File: src/rtl/decode_regfile_pipe.sv
// rtl/decode_regfile_pipe.sv - Y86-64 decode stage: register file, source/dest selection, bypass, D->E pipeline registers
module decode_regfile_pipe #(
  parameter int                DATA_W   = 64,
  parameter int                NREGS    = 15,
  parameter int                RSP_IDX  = 4,
  parameter logic [DATA_W-1:0] RSP_INIT = '0,
  parameter bit                BYPASS   = 1'b1
) (
  input  logic              clk,
  input  logic              rst_n,
  input  logic [3:0]        d_icode,
  input  logic [3:0]        d_rA,
  input  logic [3:0]        d_rB,
  input  logic              d_stall,
  input  logic              d_bubble,
  input  logic [3:0]        w_dstE,
  input  logic [DATA_W-1:0] w_valE,
  input  logic [3:0]        w_dstM,
  input  logic [DATA_W-1:0] w_valM,
  input  logic [3:0]        dbg_idx,
  output logic [DATA_W-1:0] dbg_data,
  output logic [3:0]        d_srcA,
  output logic [3:0]        d_srcB,
  output logic [3:0]        e_icode,
  output logic [DATA_W-1:0] e_valA,
  output logic [DATA_W-1:0] e_valB,
  output logic [3:0]        e_srcA,
  output logic [3:0]        e_srcB,
  output logic [3:0]        e_dstE,
  output logic [3:0]        e_dstM,
  output logic              e_valid
);

  localparam int         IDX_W = (NREGS > 1) ? $clog2(NREGS) : 1;
  localparam logic [3:0] RNONE = 4'hF;
  localparam logic [3:0] RSP   = 4'(RSP_IDX);
  localparam logic [3:0] I_NOP = 4'h1;

  logic [DATA_W-1:0] regs_q [NREGS];

  logic [3:0]        dst_e, dst_m;
  logic [DATA_W-1:0] val_a, val_b;

  logic [3:0]        e_icode_q, e_icode_d;
  logic [DATA_W-1:0] e_vala_q, e_vala_d;
  logic [DATA_W-1:0] e_valb_q, e_valb_d;
  logic [3:0]        e_srca_q, e_srca_d;
  logic [3:0]        e_srcb_q, e_srcb_d;
  logic [3:0]        e_dste_q, e_dste_d;
  logic [3:0]        e_dstm_q, e_dstm_d;
  logic              e_valid_q, e_valid_d;

  // An index names a real register only if it is not RNONE and is implemented.
  function automatic logic in_range(input logic [3:0] idx);
    return (idx != RNONE) && (int'({28'd0, idx}) < NREGS);
  endfunction

  // Register/dest selection from the instruction code; unknown codes behave as NOP.
  always_comb begin
    d_srcA = RNONE;
    d_srcB = RNONE;
    dst_e  = RNONE;
    dst_m  = RNONE;
    case (d_icode)
      4'h2: begin d_srcA = d_rA; dst_e = d_rB; end
      4'h3: begin dst_e = d_rB; end
      4'h4: begin d_srcA = d_rA; d_srcB = d_rB; end
      4'h5: begin d_srcB = d_rB; dst_m = d_rA; end
      4'h6: begin d_srcA = d_rA; d_srcB = d_rB; dst_e = d_rB; end
      4'h8: begin d_srcB = RSP; dst_e = RSP; end
      4'h9: begin d_srcA = RSP; d_srcB = RSP; dst_e = RSP; end
      4'hA: begin d_srcA = d_rA; d_srcB = RSP; dst_e = RSP; end
      4'hB: begin d_srcA = RSP; d_srcB = RSP; dst_e = RSP; dst_m = d_rA; end
      default: ;
    endcase
  end

  // Operand reads; with BYPASS the in-flight writeback (M before E) overrides the array.
  always_comb begin
    val_a = '0;
    val_b = '0;
    if (in_range(d_srcA)) begin
      if (BYPASS && d_srcA == w_dstM)      val_a = w_valM;
      else if (BYPASS && d_srcA == w_dstE) val_a = w_valE;
      else                                 val_a = regs_q[d_srcA[IDX_W-1:0]];
    end
    if (in_range(d_srcB)) begin
      if (BYPASS && d_srcB == w_dstM)      val_b = w_valM;
      else if (BYPASS && d_srcB == w_dstE) val_b = w_valE;
      else                                 val_b = regs_q[d_srcB[IDX_W-1:0]];
    end
  end

  // Debug port shows raw array contents, no bypass.
  always_comb begin
    dbg_data = '0;
    if (in_range(dbg_idx)) dbg_data = regs_q[dbg_idx[IDX_W-1:0]];
  end

  // Register file: both writeback ports write each edge, M wins on a shared destination.
  always_ff @(posedge clk or negedge rst_n) begin
    if (!rst_n) begin
      for (int i = 0; i < NREGS; i++) regs_q[i] <= (i == RSP_IDX) ? RSP_INIT : '0;
    end else begin
      for (int i = 0; i < NREGS; i++) begin
        if (w_dstM == 4'(i))      regs_q[i] <= w_valM;
        else if (w_dstE == 4'(i)) regs_q[i] <= w_valE;
      end
    end
  end

  // E-stage next state: bubble beats stall beats load.
  always_comb begin
    e_icode_d = e_icode_q;
    e_vala_d  = e_vala_q;
    e_valb_d  = e_valb_q;
    e_srca_d  = e_srca_q;
    e_srcb_d  = e_srcb_q;
    e_dste_d  = e_dste_q;
    e_dstm_d  = e_dstm_q;
    e_valid_d = e_valid_q;
    if (d_bubble) begin
      e_icode_d = I_NOP;
      e_vala_d  = '0;
      e_valb_d  = '0;
      e_srca_d  = RNONE;
      e_srcb_d  = RNONE;
      e_dste_d  = RNONE;
      e_dstm_d  = RNONE;
      e_valid_d = 1'b0;
    end else if (!d_stall) begin
      e_icode_d = d_icode;
      e_vala_d  = val_a;
      e_valb_d  = val_b;
      e_srca_d  = d_srcA;
      e_srcb_d  = d_srcB;
      e_dste_d  = dst_e;
      e_dstm_d  = dst_m;
      e_valid_d = 1'b1;
    end
  end

  // E-stage registers reset to a bubble.
  always_ff @(posedge clk or negedge rst_n) begin
    if (!rst_n) begin
      e_icode_q <= I_NOP;
      e_vala_q  <= '0;
      e_valb_q  <= '0;
      e_srca_q  <= RNONE;
      e_srcb_q  <= RNONE;
      e_dste_q  <= RNONE;
      e_dstm_q  <= RNONE;
      e_valid_q <= 1'b0;
    end else begin
      e_icode_q <= e_icode_d;
      e_vala_q  <= e_vala_d;
      e_valb_q  <= e_valb_d;
      e_srca_q  <= e_srca_d;
      e_srcb_q  <= e_srcb_d;
      e_dste_q  <= e_dste_d;
      e_dstm_q  <= e_dstm_d;
      e_valid_q <= e_valid_d;
    end
  end

  assign e_icode = e_icode_q;
  assign e_valA  = e_vala_q;
  assign e_valB  = e_valb_q;
  assign e_srcA  = e_srca_q;
  assign e_srcB  = e_srcb_q;
  assign e_dstE  = e_dste_q;
  assign e_dstM  = e_dstm_q;
  assign e_valid = e_valid_q;

endmodule
File: config.mk
export PLATFORM = sky130hd
export DESIGN_NAME = decode_regfile_pipe
export DESIGN_NICKNAME = d
export VERILOG_FILES = /design/src/rtl/decode_regfile_pipe.sv
export SDC_FILE = /design/constraint.sdc
export NUM_CORES = 2
export LEC_CHECK = 0
export BUFFER_PORTS_ARGS = -buffer_cell sky130_fd_sc_hd__buf_4
export CAP_MARGIN = 20
export CORE_AREA = 5 5 440 442
export CTS_BUF_LIST = sky130_fd_sc_hd__clkbuf_8 sky130_fd_sc_hd__clkbuf_16
export DETAILED_ROUTE_END_ITERATION = 16
export DIE_AREA = 0 0 445 447
export PLACE_DENSITY = 0.51
export SKIP_CTS_REPAIR_TIMING = 1
export SYNTH_ARGS = -nofsm -noshare
export SYNTH_HDL_FRONTEND = slang
export SYNTH_SLANG_ARGS = --single-unit
File: constraint.sdc
create_clock -name clk -period 5.6 [get_ports clk]
set_input_delay 1.12 -clock clk [delete_from_list [all_inputs] [get_ports clk]]
set_output_delay 1.12 -clock clk [all_outputs]
set_load 0.01 [all_outputs]
* After elaboration in Yosys (flattened, before gate mapping)
Index checks and enable logic that the tools add are counted.
** Word-level totals
- Logic and storage cells :: 169
- Bits in registers :: 1109
** Operators by class
- Reductions and logical operators :: 26
- Muxes and demuxes :: 66
- Eq/ne operators :: 45
- Bitwise logic cells :: 3
- $lt $le $gt $ge :: 6
** Operators by type and width (count)
- 64-bit two-way mux :: 47
- 64-bit binary-select mux with 4-bit select :: 3
- 4-bit equality test, second input constant :: 18
- 4-bit by 3-bit equality test with 1-bit output, second input constant :: 11
- 4-bit two-way mux :: 11
- 2-bit nonzero test :: 15
- 4-bit by 2-bit equality test with 1-bit output, second input constant :: 6
- 4-bit case mux with 2 select lines :: 3
- 4-bit equality test :: 4
- 5-bit greater-or-equal comparator, second input constant :: 3
- 4-bit NOT with 5-bit output :: 3
- 4-bit < comparator, second input constant :: 3
- 4-bit != test, second input constant :: 3
- 4-bit by 1-bit equality test with 1-bit output, second input constant :: 2
- 4-bit logical NOT :: 2
- 4-bit OR reduction :: 2
- 3-bit OR reduction :: 2
- 2-bit OR reduction :: 2
- 1-bit logical AND :: 3
- 1-bit two-way mux :: 2
- 2-bit by 1-bit != test with 1-bit output, second input constant :: 1

* Longest topological paths before layout
- Depth after elaboration :: 12
- Mapped depth :: 13
- Depth with buffers taken out :: 8

* Worst setup path before layout
OpenSTA, ideal clock, no wires.
- Path kind :: input to output
- Start :: input dbg_idx[0]
- End :: output dbg_data[14]
- Stages on the path :: 7
- Arrival :: 3.342 ns
- Path slack :: 1.138 ns
- Path buffers :: 4
- Path through :: clkbuf_1 buf_2 buf_1 buf_1 mux4_2 mux2i_1 o22ai_1
** On the way
- Word-level cells in the longest chain between the ends :: 5
- Elaborated cells between the ends (all ways) :: 8
** RTL lines
- start: declaration :: RTL line 20 : input logic [3:0] dbg_idx,
- 4-bit NOT with 5-bit output (not written as such) :: RTL line 97 : if (in_range(dbg_idx)) dbg_data = regs_q[dbg_idx[IDX_W-1:0]];
- 64-bit binary-select mux with 4-bit select :: RTL line 97
- 64-bit two-way mux (not written as such) (2 in series) :: RTL line 97
- 64-bit two-way mux (*) :: RTL line 97
- end: declaration :: RTL line 21 : output logic [DATA_W-1:0] dbg_data,
Mark *: on every way between the ends. The rest lies on a longest branch, timed or not. The select of a mux whose other input is x is not followed.

* Worst setup path in the final report
- Start :: input dbg_idx[0]
- End :: output dbg_data[6]
The elaborated chain is that of the path after synthesis.

==> results by group <==
Run status
  – Status: completed

Synth
  – Yosys warning total: 0
  – Synth Area in Compound Gates: 0.224
  – Library cells used by synthesis: 73
  – Synthesized area per cell: 9.15 sq um
  – Largest family of logic cells by synthesized area: multiplexers
  – Dominant synthesized flop cell: dfrtp_1
  – Simple-gate share of the synthesized area: 0.101
  – Synthesized Nets: 8,164
  – Post-synthesis cell count: 8,008
  – Number of synthesized flops with an enable pin: 0
  – Sequential cell area fraction in the yosys report: 0.379
  – Post-synthesis mux area share: 0.238
  – Synth Cell Area: 73,300 sq um
  – Synth Area in XOR/XNOR: 0.00167
  – Post-synth ARST share: 1.00
  – Seq cells post-synth: 1,109
  – Adder-cell share of the synthesized area: 0

Timing
  – Pins Over Slew Limit: 0
  – Skew final: 0.0239 ns
  – Final Hold Fails: 0
  – Fin crit share: 0.845
  – Relative slew slack: 0.205
  – Worst-margin pin slew: 1.18 ns
  – Fin Setup TNS: 0 ns
  – Achievable frequency: 0.211 GHz
  – Final setup fails: 0
  – Hold WS: 0.378 ns
  – RSZ-0062 raised after global routing: no
  – Final min period: 4.73 ns

Drt
  – DRT Wirelength: 381,000 microns
  – Vias: 71,400
  – Initial DRC count: 11,400
  – First-pass DRT Iterations: 10
  – Drc violations: 0
  – Vias/cell: 6.89
  – WL/cell: 36.8 microns
  – Antenna-violating nets left: 0

Power and ir drop
  – Design Power: 27.9 mW
  – Pwr Density: 336 nW/um^2
  – Leakage: 33.2 nW
  – Peak supply drop: 0.286 mV

Die
  – I/O pins: 377
  – Initial Utilization: 0.387
  – Die area: 199,000 sq um
  – FP Rows: 160
  – Die width: 445 microns
  – Chip height: 447 microns
  – Core area: 189,000 sq um

Clock tree
  – CTS tree: done
  – Num CTS Buffers: 140
  – CTS max path bufs: 3
  – Clock transition at the registers of the reported paths: 0.06 ns
  – H-Tree Depth: 4
  – Clock Sinks: 1,109
  – Clk Latency, worst-skew pair: 0.82 ns
  – Root Driver: clkbuf_16

Hold path
  – HP Class: in -> async

Job
  – Max_cap viols: 0

Cells and area
  – Layout Area Growth over Synthesis: 13.3%
  – Fin nets: 7,870
  – Sequential Area: 27,800 sq um
  – Layout cells sized above 1: 0.145
  – Fin area: 83,100 sq um
  – Area of the multi-input gates: 41,800 sq um
  – Filler Cell Count: 18,100

Setup path
  – Worst path required time: 4.48 ns
  – CP Launch Type: input pin
  – Kind of critical path: in -> out
  – CP max FO: 45
  – CP endpoint kind: output port
  – WP data arrival: 3.61 ns

Place
  – IO Port Bufs: 376
  – DP HPWL: 213,000 microns
  – Routability cong.: 0.898
  – Placed inst area: 78,200 sq um

GRT
  – Vias in the first global route: 68,000
  – Largest net degree at the start of global routing: 132
  – First-pass GRT wire length: 533,000 microns
  – GRT Util Overall: 0.369
  – GRT overflow: 0
  – Antenna violations before repair: 35
-- report_power, final --
group	internal, mW	switching [mW]
combinational	2.91	3.85
clock	5.60	3.96
sequential	9.61	1.98
-- synthesized netlist by cell type, drive strengths merged, types with 51 or more instances --
cell type	count	area (sq um)
nor2	348	1310
o21ai	903	4520
a2111oi	62	543
mux4	211	4750
o211ai	51	388
a221oi	241	2110
mux2i	1261	12600
buf	186	802
nand2	1252	4700
nand3	144	721
clkbuf	861	3290
dfrtp	1092	27300
o22ai	105	657
a211oi	189	1420
a222oi	69	691
a21oi	522	2610
a311o	59	591
a221o	181	1810
a22o	63	552
-- cells by family after synthesis --
kind of cell,after synthesis
AO/OA/AOI/OAI,2505
AND/OR/NAND/NOR,1838
multiplexers,1480
buffers and inverters,1062
XOR/XNOR,14
flip-flops,1109
-- registers in the layout (all words and copies together) (netlist names) --
name	cells
e_dstE	4
e_dstM	4
e_icode	4
e_srcA	4
e_srcB	4
e_valA	64
e_valB	64
e_valid	1
regs_q	960
-- worst max-delay path: stages --
cell and delay, ns:
buf_8 0.50, nor2b_4 0.41, buf_4 0.28, buf_4 0.35, nand2_1 0.10, o211ai_1 0.09
o21ai_0 0.10, o22ai_1 0.36, buf_4 0.20
-- worst paths after layout --
check	start	end	slack [ns]	cells after the start
min	rst_n	e_valB[5]$_DFFE_PN0P_	0.38	1
max	dbg_idx[0]	dbg_data[6]	0.87	9
max in group asynchronous	rst_n	regs_q[511]$_DFFE_PN0P_	3.71	2
min in group clk	e_valB[4]$_DFFE_PN0P_	e_valB[4]$_DFFE_PN0P_	0.48	2
max reg2reg	regs_q[263]$_DFFE_PN0P_	e_valB[7]$_DFFE_PN0P_	3.25	7
min reg2reg	e_valB[4]$_DFFE_PN0P_	e_valB[4]$_DFFE_PN0P_	0.48	2
-- stage by stage --
stage          setup WS, ns  instances  utilization
5_1_grt               0.849      10400        0.439
3_3_place_gp          0.838      10100        0.413
2_1_floorplan          1.14       8008            -
6_report              0.868      10400        0.439
4_1_cts               0.920      10300        0.439
3_5_place_dp          0.907      10100        0.414
-- routing by layer --
metal  track usage  part of all wire  wire length, microns  up-vias
li1              -                 -                     -    29200
met3        0.0920              0.11                 43200     1417
met5             0           0.00017                    63        -
met1         0.472              0.37                143000    35200
met4         0.255             0.080                 30300       10
met2         0.550              0.43                165000     5629
-- area by class of cell --
cell class              count  area share
well taps                2511      0.0378
diodes                     27    0.000813
clock buffers             173      0.0481
flip-flops and latches   1109       0.334
multi-input cells        5837       0.503
inverters                  15    0.000889
clock inverters            80     0.00929
repair buffers            611      0.0654
-- placed cells by master, fill, tap and decap left out, types with 7 or more instances in the layout --
master,n
mux4_2,211
nor2_4,12
nor3_2,13
clkbuf_16,143
a222oi_1,69
nor2_1,336
a311o_1,59
a221oi_1,241
clkinv_2,19
a211o_1,11
o22ai_1,105
dfstp_2,17
diode_2,27
dfrtp_1,1092
a2111oi_0,61
buf_4,538
inv_1,46
or2_4,8
mux2_2,8
mux2i_1,1261
bufinv_16,12
nand3_1,142
clkbuf_8,30
a221o_1,181
a21oi_1,521
o21ai_0,838
nand4_1,7
a32oi_1,10
nand2_1,1250
buf_12,65
a211oi_1,189
o211ai_1,50
xnor2_1,13
o21ai_1,62
nand2b_1,13
a22o_1,63
Note: power is estimated with default switching activity, not from simulation.
